File: src/rtl/block_exec_pkg.sv
// rtl/block_exec_pkg.sv - shared opcode, state and width constants for block_exec
package block_exec_pkg;

    localparam int SIZE_OP_DEF = 3;

    localparam logic [2:0] OP_ADD = 3'd0;
    localparam logic [2:0] OP_SUB = 3'd1;
    localparam logic [2:0] OP_AND = 3'd2;
    localparam logic [2:0] OP_OR  = 3'd3;
    localparam logic [2:0] OP_XOR = 3'd4;
    localparam logic [2:0] OP_SHL = 3'd5;
    localparam logic [2:0] OP_SHR = 3'd6;
    localparam logic [2:0] OP_MUL = 3'd7;

    localparam logic [0:0] ST_IDLE = 1'b0;
    localparam logic [0:0] ST_MUL  = 1'b1;

endpackage

File: src/rtl/block_exec_mul.sv
// rtl/block_exec_mul.sv - iterative shift-add multiplier, one multiplier bit per cycle
module block_exec_mul #(
    parameter int W = 8
) (
    input  logic           clk,
    input  logic           reset,
    input  logic           start,
    input  logic [W-1:0]   a,
    input  logic [W-1:0]   b,
    output logic           done,
    output logic [2*W-1:0] product
);

    localparam int CW = $clog2(W + 1);

    logic [CW-1:0]  count;
    logic [W-1:0]   mcand;
    logic [2*W-1:0] acc;
    logic [W:0]     upper_sum;
    logic [2*W-1:0] acc_next;

    // One shift-add step: add multiplicand to the upper half when the current
    // multiplier bit (acc LSB) is set, then shift the whole accumulator right.
    always_comb begin
        upper_sum = {1'b0, acc[2*W-1:W]} + (acc[0] ? {1'b0, mcand} : '0);
        acc_next  = {upper_sum, acc[W-1:1]};
    end

    // done marks the cycle of the final step; product is that step's result.
    assign done    = (count == CW'(1));
    assign product = acc_next;

    // Load operands on start, then iterate until the counter runs out.
    always_ff @(posedge clk) begin
        if (reset) begin
            count <= '0;
            mcand <= '0;
            acc   <= '0;
        end else if (start) begin
            count <= CW'(W);
            mcand <= a;
            acc   <= {{W{1'b0}}, b};
        end else if (count != '0) begin
            count <= count - CW'(1);
            acc   <= acc_next;
        end
    end

endmodule

File: src/rtl/block_exec.sv
// rtl/block_exec.sv - execute/writeback stage with forwarding; BLOCK_EXEC_MUL_EN adds the multiplier
module block_exec
    import block_exec_pkg::*;
#(
    parameter int SIZE_ADDR_REG = 5,
    parameter int SIZE_REG      = 8,
    parameter int SIZE_OP       = SIZE_OP_DEF
) (
    input  logic                     clk,
    input  logic                     reset,
    input  logic                     valid,
    output logic                     ready,
    input  logic [SIZE_OP-1:0]       op,
    input  logic [SIZE_ADDR_REG-1:0] dest,
    input  logic [SIZE_ADDR_REG-1:0] srcA,
    input  logic [SIZE_ADDR_REG-1:0] srcB,
    input  logic [SIZE_REG-1:0]      dataA,
    input  logic [SIZE_REG-1:0]      dataB,
    output logic                     charge,
    output logic [SIZE_ADDR_REG-1:0] addr_write_reg,
    output logic [SIZE_REG-1:0]      datain,
    output logic                     carry,
    output logic                     zero
);

    logic                accept;
    logic                is_mul;
    logic [SIZE_REG-1:0] opa;
    logic [SIZE_REG-1:0] opb;
    logic [SIZE_REG-1:0] alu_res;
    logic                alu_c;
    logic [SIZE_REG:0]   wide;

    assign accept = valid && ready;
    assign is_mul = (op == SIZE_OP'(OP_MUL));

    // The register file only sees our write one edge later, so bypass it.
    assign opa = (charge && (addr_write_reg == srcA)) ? datain : dataA;
    assign opb = (charge && (addr_write_reg == srcB)) ? datain : dataB;

    // Single-cycle ALU; MUL falls to the default and is handled elsewhere.
    always_comb begin
        alu_res = '0;
        alu_c   = 1'b0;
        wide    = '0;
        case (op)
            SIZE_OP'(OP_ADD): begin
                wide    = {1'b0, opa} + {1'b0, opb};
                alu_res = wide[SIZE_REG-1:0];
                alu_c   = wide[SIZE_REG];
            end
            SIZE_OP'(OP_SUB): begin
                wide    = {1'b0, opa} - {1'b0, opb};
                alu_res = wide[SIZE_REG-1:0];
                alu_c   = wide[SIZE_REG];
            end
            SIZE_OP'(OP_AND): alu_res = opa & opb;
            SIZE_OP'(OP_OR):  alu_res = opa | opb;
            SIZE_OP'(OP_XOR): alu_res = opa ^ opb;
            SIZE_OP'(OP_SHL): alu_res = (opb >= SIZE_REG'(SIZE_REG)) ? '0 : (opa << opb);
            SIZE_OP'(OP_SHR): alu_res = (opb >= SIZE_REG'(SIZE_REG)) ? '0 : (opa >> opb);
            default: begin
                alu_res = '0;
                alu_c   = 1'b0;
            end
        endcase
    end

`ifdef BLOCK_EXEC_MUL_EN
    logic [0:0]               state;
    logic [SIZE_ADDR_REG-1:0] mul_dest;
    logic                     mul_start;
    logic                     mul_done;
    logic [2*SIZE_REG-1:0]    mul_prod;

    assign ready     = (state == ST_IDLE);
    assign mul_start = accept && is_mul;

    // Issue FSM: a MUL holds off new ops until the multiplier reports done.
    always_ff @(posedge clk) begin
        if (reset) begin
            state    <= ST_IDLE;
            mul_dest <= '0;
        end else if (mul_start) begin
            state    <= ST_MUL;
            mul_dest <= dest;
        end else if (mul_done) begin
            state    <= ST_IDLE;
        end
    end

    block_exec_mul #(.W(SIZE_REG)) u_mul (
        .clk     (clk),
        .reset   (reset),
        .start   (mul_start),
        .a       (opa),
        .b       (opb),
        .done    (mul_done),
        .product (mul_prod)
    );
`else
    assign ready = 1'b1;
`endif

    // Writeback register: one-cycle charge pulse per completed op, flags held otherwise.
    always_ff @(posedge clk) begin
        if (reset) begin
            charge         <= 1'b0;
            addr_write_reg <= '0;
            datain         <= '0;
            carry          <= 1'b0;
            zero           <= 1'b0;
        end else begin
            charge <= 1'b0;
            if (accept && !is_mul) begin
                charge         <= 1'b1;
                addr_write_reg <= dest;
                datain         <= alu_res;
                carry          <= alu_c;
                zero           <= (alu_res == '0);
            end
`ifdef BLOCK_EXEC_MUL_EN
            if (mul_done) begin
                charge         <= 1'b1;
                addr_write_reg <= mul_dest;
                datain         <= mul_prod[SIZE_REG-1:0];
                carry          <= |mul_prod[2*SIZE_REG-1:SIZE_REG];
                zero           <= (mul_prod[SIZE_REG-1:0] == '0);
            end
`endif
        end
    end

endmodule

File: config.mk
export PLATFORM = sky130hd
export DESIGN_NAME = block_exec
export DESIGN_NICKNAME = d
export VERILOG_FILES = /design/src/rtl/block_exec_pkg.sv /design/src/rtl/block_exec_mul.sv /design/src/rtl/block_exec.sv
export SDC_FILE = /design/constraint.sdc
export NUM_CORES = 1
export LEC_CHECK = 0
export CORE_MARGIN = 2
export CORE_UTILIZATION = 38
export CTS_CLUSTER_DIAMETER = 100
export CTS_CLUSTER_SIZE = 30
export DETAILED_ROUTE_END_ITERATION = 6
export GPL_TIMING_DRIVEN = 0
export HOLD_SLACK_MARGIN = 0.02
export PLACE_DENSITY_LB_ADDON = 0.08
export SLEW_MARGIN = 20
export SYNTH_ARGS = -nofsm -noshare
export SYNTH_HDL_FRONTEND = slang
export SYNTH_SLANG_ARGS = --single-unit
File: constraint.sdc
create_clock -name clk -period 9.1 [get_ports clk]
set_input_delay 0.91 -clock clk [delete_from_list [all_inputs] [get_ports clk]]
set_output_delay 0.91 -clock clk [all_outputs]
set_load 0.02 [all_outputs]
==> qor.csv <==
metric;value;unit
synth_seq_cells;16;
crit_arrival;5.34;ns
overflow;0;
critical_path.top_delay_family;compound AO/OA/AOI/OAI gates;
multi_input_area;2370;um^2
drv_cap;0;
drive_gt1_share;14.7;%
grt_pass1_vias;2867;
status;complete, no violations;
vias_per_cell;5.83;
cts_tree;built;
period_minus_slack;5.18;ns
first_iter_violations;225;
num_vias;3098;
hp-class;flop to flop;
ys_seq_area_share;10.8;%
clock_latency;0.25;ns
ctsRootBufferMaster;clkbuf_8;
yosys_warnings;0;
fin_tns_setup;0;ns
largest_reg_flops;8;
grt_pass1_wl;15600;um
syn_avg_cell_area;7.90;um^2
fp.dieArea;8520;um^2
layout_commonest_cell;clkdlybuf4s50_1;
rows;32;
cts_max_level;1;
ff_latch_area;320;um^2
ios;54;
power.density;86.0;nW/um^2
routed_wl;9740;um
finalHoldViolations;0;
slowest_delay;0.52;ns
yosys.area.top_type;ha_1;
die_h;92.3;um
timing.final.crit_share;56.9;%
synth_cell_types;88;
worst_pin_slew;0.626;ns
numPortBuffers;50;
synthFlopType;dfxtp_1;
cp_num_buf_inv;2;
cp-start-kind;primary input;
async_flop_share;0;%
antenna_found_initial;0;
cts_buffer_depth;2;
timing_worst_setup_path_type;primary input to flop;
start_util;38.7;%
ctsHoldBuffers;0;
syn_nets;440;
fillers;786;
nets;495;
postCtsResizedCells;0;
hpwl;7870;um
antenna_cells;0;
synth_top_area_share;11.0;%
cts.clk_slew.worst_paths;0.07;ns
final-setup-viol-count;0;
slew_headroom;57.1;%
gr-usage-all-layers;23.1;%
max_freq;193;MHz
dp.cells;527;
area_growth_syn_to_layout;23.1;%
rsz0062_at_grt;no;
crit_required;9.26;ns
ant_nets;0;
peakVddDrop;61.1;uV
finalMaxSlewViolations;0;
synth_edf_count;0;
core;7650;um^2
end_kind;flop;
synth_area_leaders;ha_1 11%, dfxtp_1 11%, a21oi_1 4.6%, mux2i_1 4.1%, nand2_1 4.1%;
critPathMaxFanout;8;
wl_per_cell;18.3;um
finClkSkew;0.00467;ns
hold_ws;0.455;ns
layout.cells.non_filler;531;
power;0.314;mW
die_w;92.3;um
synthCells;375;
cts_inserted_buffers;3;
worstPathCellList;clkdlybuf4s50_1 > xnor2_1 > nand4_2 > nor2_8 > mux2i_2 > ha_1 > inv_1 > fa_1 > a21o_1 > a21oi_1 > o21ai_0 > a21o_1 > a22oi_1 > mux2i_1 > nor4_2 > nand2_1 > o41ai_2;
netlist_area;2960;um^2
grt_max_degree;13;
crit_top_cell;a21o_1;
cp_slowest_cell;mux2i_2;
drc;0;
cts_sinks;16;
p_leak;1.40;nW
mostFrequentLayoutCells;50 x clkdlybuf4s50_1, 32 x nand2_1, 27 x a21oi_1, 26 x ha_1, 25 x nor2_1;
first_pass_iters;5;
postCtsSetupBuffers;0;
place_congestion;0.882;
[synth_stat cells, drive strengths merged (3+ instances only)]
cell type,count
ha,26
nand3,14
nand2,34
a2bb2oi,3
nor2b,3
a2111oi,4
o31ai,3
o22ai,4
clkbuf,11
nor2,27
a211oi,9
nor3,14
dfxtp,16
nand4,5
o221ai,4
mux2,9
a22oi,5
xnor2,12
buf,10
a21o,7
mux2i,17
and2,5
a21oi,27
inv,29
o21ai,21
mux4,3
o211ai,4
or3,6
[final cells by class]
class                           instances  area share, %
Sequential cell                        16           8.79
Inverter                               30           3.19
Multi-Input combinational cell        307           64.9
Buffer                                 22           4.36
Tap cell                              102           3.50
Clock buffer                            4           1.51
Timing Repair Buffer                   50           13.7
[worst paths after layout]
check,from,to,slack (ns),cells after the start
min reg2reg,carry$_SDFFE_PP0P_,carry$_SDFFE_PP0P_,0.45,2
max,srcA[4],zero$_SDFFE_PP0P_,3.92,17
min,carry$_SDFFE_PP0P_,carry$_SDFFE_PP0P_,0.45,2
max reg2reg,addr_write_reg[4]$_SDFFE_PP0P_,zero$_SDFFE_PP0P_,4.60,16
[routing by layer]
layer  part of all wire, %  global-route usage [%]  vias to the layer above
met5                     0                       0                        -
met4                   1.7                    5.72                        0
met2                    44                    34.9                      131
met3                   7.0                    3.20                       15
met1                    47                    34.3                     1457
li1                      -                       -                     1495
[cells by family (layout without fill, tap and decap cells)]
| logic type | Yosys count | count (layout) | synth area share [%] |
|---|---|---|---|
| DFF | 16 | 16 | 10.8 |
| adders and majority gates | 28 | 28 | 12.3 |
| muxes | 29 | 29 | 13.2 |
| buffers and inverters | 52 | 106 | 9.29 |
| other | 1 | 1 | 0.127 |
| and+or+nand+nor | 124 | 124 | 22.5 |
| AOI/OAI and AO/OA | 113 | 113 | 28.1 |
| xor gates and xnor gates | 12 | 12 | 3.55 |
[worst min-delay path: stages (launching register included)]
cell and delay, ns:
dfxtp_1 0.31, nand2_1 0.05, a21oi_1 0.05
[per-stage QoR]
stage / worst slack (ns) / util (%) / instance area, um^2
final: 3.92 / 47.7 / 3640
after global routing: 3.59 / 47.7 / 3640
after CTS: 3.99 / 47.7 / 3640
after detailed placement: 3.75 / 46.9 / 3590
after global placement: 3.71 / 46.9 / 3590
after floorplan: 4.86 / - / 2960
[power by group]
part	switching, mW	total, mW	internal [mW]	leakage, nW
Sequential	0.00728	0.0821	0.0749	0.132
Combinational	0.0929	0.166	0.0730	1.24
Clock	0.0271	0.0656	0.0385	0.0288
No activity file was read; power rests on OpenSTA's default activity.
